## src/rtl/ras_spec_ctrl.sv

```systemverilog
// Speculation controller between the front end and the return-address stack.
// Optional statistics counters are enabled with RAS_SPEC_CTRL_STATS_EN.
module ras_spec_ctrl #(
   parameter int unsigned STAGES       = 2,
   parameter int unsigned WIDTH        = 32,
   parameter int unsigned MAX_BRANCHES = 16,
   parameter int unsigned FLUSH_LAT    = 2,
   localparam int unsigned TAG_W       = $clog2(MAX_BRANCHES),
   localparam int unsigned LVL_W       = (STAGES > 1) ? $clog2(STAGES) : 1
) (
   input  logic              clk,
   input  logic              reset,
   input  logic              req_valid,
   output logic              req_ready,
   input  logic              req_call,
   input  logic              req_ret,
   input  logic [WIDTH-1:0]  req_addr,
   input  logic              req_branch,
   input  logic [LVL_W-1:0]  req_level,
   output logic [TAG_W-1:0]  req_tag,
   input  logic              res_valid,
   input  logic [TAG_W-1:0]  res_tag,
   input  logic              res_mispredict,
   output logic              ras_push,
   output logic              ras_pop,
   output logic [WIDTH-1:0]  ras_din,
   output logic [STAGES-1:0] ras_commit,
   output logic [STAGES-1:0] ras_flush,
`ifdef RAS_SPEC_CTRL_STATS_EN
   output logic [31:0]       stat_commits,
   output logic [31:0]       stat_flushes,
   output logic [31:0]       stat_stalls,
`endif
   output logic              busy
);

   localparam int unsigned CNT_W = TAG_W + 1;

   typedef enum logic {RUN = 1'b0, FLUSH_WAIT = 1'b1} state_t;

   state_t            state_q, state_d;
   logic [3:0]        flush_cnt_q, flush_cnt_d;
   logic [TAG_W-1:0]  head_q, tail_q;
   logic [CNT_W-1:0]  count_q;
   logic [LVL_W-1:0]  level_q [MAX_BRANCHES];
   logic [MAX_BRANCHES-1:0] resolved_q;

   logic [TAG_W-1:0]  res_rel;
   logic              res_live, mis, good, fire, alloc, retire;

   // Liveness is always measured as distance from head.
   assign res_rel   = res_tag - head_q;
   assign res_live  = {1'b0, res_rel} < count_q;
   assign mis       = res_valid && res_mispredict && res_live;
   assign good      = res_valid && !res_mispredict && res_live;

   assign req_ready = (state_q == RUN)
                      && !(req_branch && (count_q == CNT_W'(MAX_BRANCHES)))
                      && !mis;
   assign fire      = req_valid && req_ready;
   assign alloc     = fire && req_branch;
   assign retire    = (count_q != '0) && resolved_q[head_q] && !mis;

   assign ras_push  = fire && req_call;
   assign ras_pop   = fire && req_ret;
   assign ras_din   = req_addr;
   assign req_tag   = tail_q;
   assign busy      = (state_q == FLUSH_WAIT);

   // Checkpoint queue and commit/flush pulses.
   always_ff @(posedge clk) begin
      if (reset) begin
         head_q     <= '0;
         tail_q     <= '0;
         count_q    <= '0;
         resolved_q <= '0;
         ras_commit <= '0;
         ras_flush  <= '0;
         for (int i = 0; i < int'(MAX_BRANCHES); i++) level_q[i] <= '0;
      end else begin
         ras_commit <= retire ? (STAGES'(1) << level_q[head_q]) : '0;
         ras_flush  <= mis ? (STAGES'(1) << level_q[res_tag]) : '0;
         if (alloc) begin
            level_q[tail_q]    <= req_level;
            resolved_q[tail_q] <= 1'b0;
         end
         if (good) resolved_q[res_tag] <= 1'b1;
         if (retire) head_q <= head_q + TAG_W'(1);
         if (mis) begin
            // Keep the mispredicted checkpoint, squash everything younger.
            tail_q  <= res_tag + TAG_W'(1);
            count_q <= CNT_W'(res_rel) + CNT_W'(1);
         end else begin
            tail_q  <= tail_q + TAG_W'(alloc);
            count_q <= count_q + CNT_W'(alloc) - CNT_W'(retire);
         end
      end
   end

   always_ff @(posedge clk) begin
      if (reset) begin
         state_q     <= RUN;
         flush_cnt_q <= '0;
      end else begin
         state_q     <= state_d;
         flush_cnt_q <= flush_cnt_d;
      end
   end

   // Flush recovery: stall for FLUSH_LAT cycles, restarted by each mispredict.
   always_comb begin
      state_d     = state_q;
      flush_cnt_d = flush_cnt_q;
      case (state_q)
         RUN: begin
            if (mis) begin
               state_d     = FLUSH_WAIT;
               flush_cnt_d = 4'(FLUSH_LAT);
            end
         end
         FLUSH_WAIT: begin
            if (mis) begin
               flush_cnt_d = 4'(FLUSH_LAT);
            end else if (flush_cnt_q <= 4'd1) begin
               state_d = RUN;
            end else begin
               flush_cnt_d = flush_cnt_q - 4'd1;
            end
         end
         default: state_d = RUN;
      endcase
   end

`ifdef RAS_SPEC_CTRL_STATS_EN
   always_ff @(posedge clk) begin
      if (reset) begin
         stat_commits <= '0;
         stat_flushes <= '0;
         stat_stalls  <= '0;
      end else begin
         if (retire && (stat_commits != '1)) stat_commits <= stat_commits + 32'd1;
         if (mis && (stat_flushes != '1))    stat_flushes <= stat_flushes + 32'd1;
         if (req_valid && !req_ready && (stat_stalls != '1))
            stat_stalls <= stat_stalls + 32'd1;
      end
   end
`endif

endmodule
```

## config.mk

```make
export PLATFORM = sky130hd
export DESIGN_NAME = ras_spec_ctrl
export DESIGN_NICKNAME = d
export VERILOG_FILES = /design/src/rtl/ras_spec_ctrl.sv
export SDC_FILE = /design/constraint.sdc
export NUM_CORES = 1
export LEC_CHECK = 0
export ABC_AREA = 1
export CAP_MARGIN = 20
export CORE_MARGIN = 4
export CORE_UTILIZATION = 51
export DETAILED_ROUTE_END_ITERATION = 16
export PLACE_DENSITY = 0.81
export SLEW_MARGIN = 40
export SYNTH_ARGS = -nofsm -noshare
export SYNTH_HDL_FRONTEND = slang
export SYNTH_SLANG_ARGS = --single-unit
```

## constraint.sdc

```tcl
create_clock -name clk -period 5.34 [get_ports clk]
set_input_delay 1.068 -clock clk [delete_from_list [all_inputs] [get_ports clk]]
set_output_delay 1.068 -clock clk [all_outputs]
set_load 0.1 [all_outputs]
```

==> metrics, run 1 <==
postcts setup bufs=0; Setup WS post-layout=431 ps; Leak=1.95 nW; CTS resizes=0; Worst-Margin Slew=732 ps; FF-to-FF End=count_q[4]$_SDFF_PP0_; Initial Util=0.529; Crit-path slowest cell=clkdlybuf4s50_1; largest cells by area after synthesis=dfxtp_1 22%, edfxtp_1 12%, nand2_1 11%; WP buf/inv=5; hpwl dp=6.91 mm; H-tree Lvls=3; number of fill cells=roughly 660; FF-to-FF setup slack=1160 ps; PD cells=351 nW/um^2; CTS tree=done; area share of the largest cell type after synthesis=0.217; hold_buf cts=0; Seq/Total Area, Yosys=0.341; clk_lat worst skew=around 350 ps; slew margin rel.=0.511; status=finished, final reports clean; Hold EP=resolved_q[15]$_SDFF_PP0_; synthesized area per cell=7.38 sq um; R2R cell count=23; Setup crit end kind=output pin; initial antenna violation count=0; Post-Place Worst Slack=176 ps; YS warnings=0; Post-Syn Instances=between 500 and 600; routability cong.=0.927; largest net degree at the start of global routing=43; drt total wl=~9.0 mm; Die Span X=roughly 95 microns; Initial DRC Count=259; DR WL/cell=~14 microns; critical-path cell list=clkdlybuf4s50_1 > clkinv_1 > ha_1 > inv_1 > fa_1 > or2_2 > nand2_1 > inv_1 > ha_1 > nand2_1 > nand3b_1 > nand4_2 > nand3_4 > nor2_1 > buf_12; Max-cap violations=0; Layout Skew=12.9 ps; Remaining DRCs=0; Num CTS Buffers=9; area leader, netlist=dfxtp_1; Clock Pin Slew Worst Setup and Hold Paths=about 70 ps; hold path start=resolved_q[15]$_SDFF_PP0_; vias per inst=5.18; multi-input logic area=1960 sq um; delay-heaviest family, CP=simple AND/OR/NAND/NOR gates; WHS Path Cells=2; Yosys reg bits=58; Mapped Area=~3900 sq um; port bufs=24; RSZ-0062 raised after global routing=no; Final ANT Viol Nets=0; Die Ht=95.2 microns; Req. time, crit path=~4300 ps; Syn Nets=594; Worst EP arrival=~3800 ps; Hold Crit Class=reg2reg; register area=roughly 1300 sq um; Max VDD drop=approximately 220 uV; final count of hold timing violations=0; root buffer cell=clkbuf_8; Cell variety after synth=33; first-pass GRT wire length=14.6 mm; synth-to-layout area growth=7.91%; CTS sink count=58; row count=31; vias in the first global route=3071; layout cells sized above 1=0.140; Die Area=just over 9000 sq um; TNS Setup=0 ps; core area=roughly 7300 sq um; DR pass1 iterations=6; fmax=0.204 GHz; startpoint types=primary input; RR Startpoint=head_q[1]$_SDFFE_PP0N_; minimum clock period=around 5000 ps; number of I/O pins=89; global route total overflow=0; WS Path Type=in2out; antenna diode count=0; fin. max-slew vios=0; Final setup viols=0; fin nets=a little under 600; Largest stage delay, worst path=~430 ps; via count=3248; period utilisation layout=0.919; gr usage total=0.214; CTS Buffer Depth=2; critical path peak fanout=3
synth_stat cells:
master and number:
nand2_4 9, buf_12 1, buf_6 1, o211ai_1 5
buf_2 4, nand4_1 4, nand2_2 7, nor2_2 6
nor2_8 1, xnor2_1 4, edfxtp_1 16, nand3_2 8
nand3b_1 2, o21ai_0 18, a21oi_1 23, nand3_1 40
nand4_2 1, o22ai_1 3, fa_1 2, nor2_1 59
clkinv_1 2, inv_2 3, xor2_1 10, or2_2 2
nand3_4 1, ha_1 22, buf_4 35, nand2_1 118
inv_1 66, nor3_1 4, dfxtp_1 42, nor2b_1 1
clkbuf_1 5
per-layer routing:
metal	GRT usage	wire length, microns	up-vias
met1	0.262	3800	1475
met2	0.354	4270	125
met5	0	0	-
met3	0.0521	665	28
met4	0.0950	285	0
li1	-	-	1620
kinds of logic after synthesis:
family                     after synthesis  synth area share
buffers and inverters                  117             0.155
and+or+nand+nor                        263             0.324
xor gates and xnor gates                14            0.0316
adders and majority gates               24            0.0813
DFF                                     58             0.341
AOI/OAI and AO/OA                       49            0.0675
where the power goes:
group | internal (mW) | total [mW] | switching, mW
registers | 0.484 | 0.514 | 0.0299
logic | 0.161 | 0.496 | 0.335
clock network | 0.270 | 0.457 | 0.186
total | 0.916 | 1.47 | 0.551
placed cells by master (no fill, tap or decap), drive strengths merged:
| cell | Yosys | layout |
|---|---|---|
| nor3 | 4 | 4 |
| or2 | 2 | 2 |
| nor2b | 1 | 1 |
| o21ai | 18 | 18 |
| nand3b | 2 | 2 |
| edfxtp | 16 | 16 |
| o22ai | 3 | 3 |
| clkbuf | 5 | 13 |
| buf | 41 | 21 |
| bufinv | 0 | 1 |
| nand4 | 5 | 5 |
| inv | 69 | 71 |
| ha | 22 | 22 |
| o211ai | 5 | 5 |
| fa | 2 | 2 |
| a21oi | 23 | 23 |
| clkdlybuf4s50 | 0 | 12 |
| xor2 | 10 | 10 |
| nand2 | 134 | 134 |
| clkinv | 2 | 2 |
| nor2 | 66 | 66 |
| nand3 | 49 | 49 |
| dfxtp | 42 | 42 |
| xnor2 | 4 | 4 |
metrics by stage:
step	cell area, sq um	std cells	total power [mW]	hold WS, ps	utilization
2_1_floorplan	3880	525	1.01	437	-
3_3_place_gp	4010	611	1.01	446	0.546
3_5_place_dp	3960	611	1.01	455	0.540
4_1_cts	4180	627	1.47	464	0.571
5_1_grt	4180	627	1.55	478	0.571
6_report	4180	627	1.47	461	0.571
cell type report:
cell class                      instances  area share
Multi-Input combinational cell        350       0.468
Sequential cell                        58       0.316
Timing Repair Buffer                   33      0.0700
Inverter                               71      0.0637
Clock buffer                           13      0.0431
Tap cell                               99      0.0296
Clock inverter                          3      0.0102
state kept, by name, summed over array words and instances (netlist names), named ones only:
signal / count
level_q: 16
resolved_q: 16
count_q: 5
flush_cnt_q: 4
head_q: 4
req_tag: 4
ras_commit: 2
ras_flush: 2
busy: 1
worst max path at each step:
stage	endpoint	cells after the start	slack, ps	from
after floorplan	ras_pop	13	60	res_tag[0]
after global placement	count_q[4]$_SDFF_PP0_	26	270	res_tag[0]
after detailed placement	count_q[4]$_SDFF_PP0_	26	180	res_tag[0]
after CTS	ras_pop	15	440	res_tag[0]
after global routing	ras_pop	15	270	res_tag[0]
final	ras_pop	15	430	res_tag[0]
worst reg2reg max path, delay by kind of cell (launching register included):
family | cells | cell delay, ps
adder cells (fa/ha/maj) | 5 | 1560
AO/OA/AOI/OAI | 2 | 380
flip-flops | 1 | 490
buffers and inverters | 7 | 570
XOR/XNOR | 1 | 90
AND/OR/NAND/NOR | 8 | 980
Power figures use the tool's default switching activity.
==> inputs of run 2 (changes only) <==
- CTS_CLUSTER_DIAMETER: default -> 80
==> results of run 2 <==
No change in the layout: final DEF, timing and power equal those of run 1.
==> inputs of run 3 (changes only) <==
- ABC_CLOCK_PERIOD_IN_PS: default -> 5340
==> results of run 3 <==
No change in the layout: final DEF, timing and power equal those of run 1.
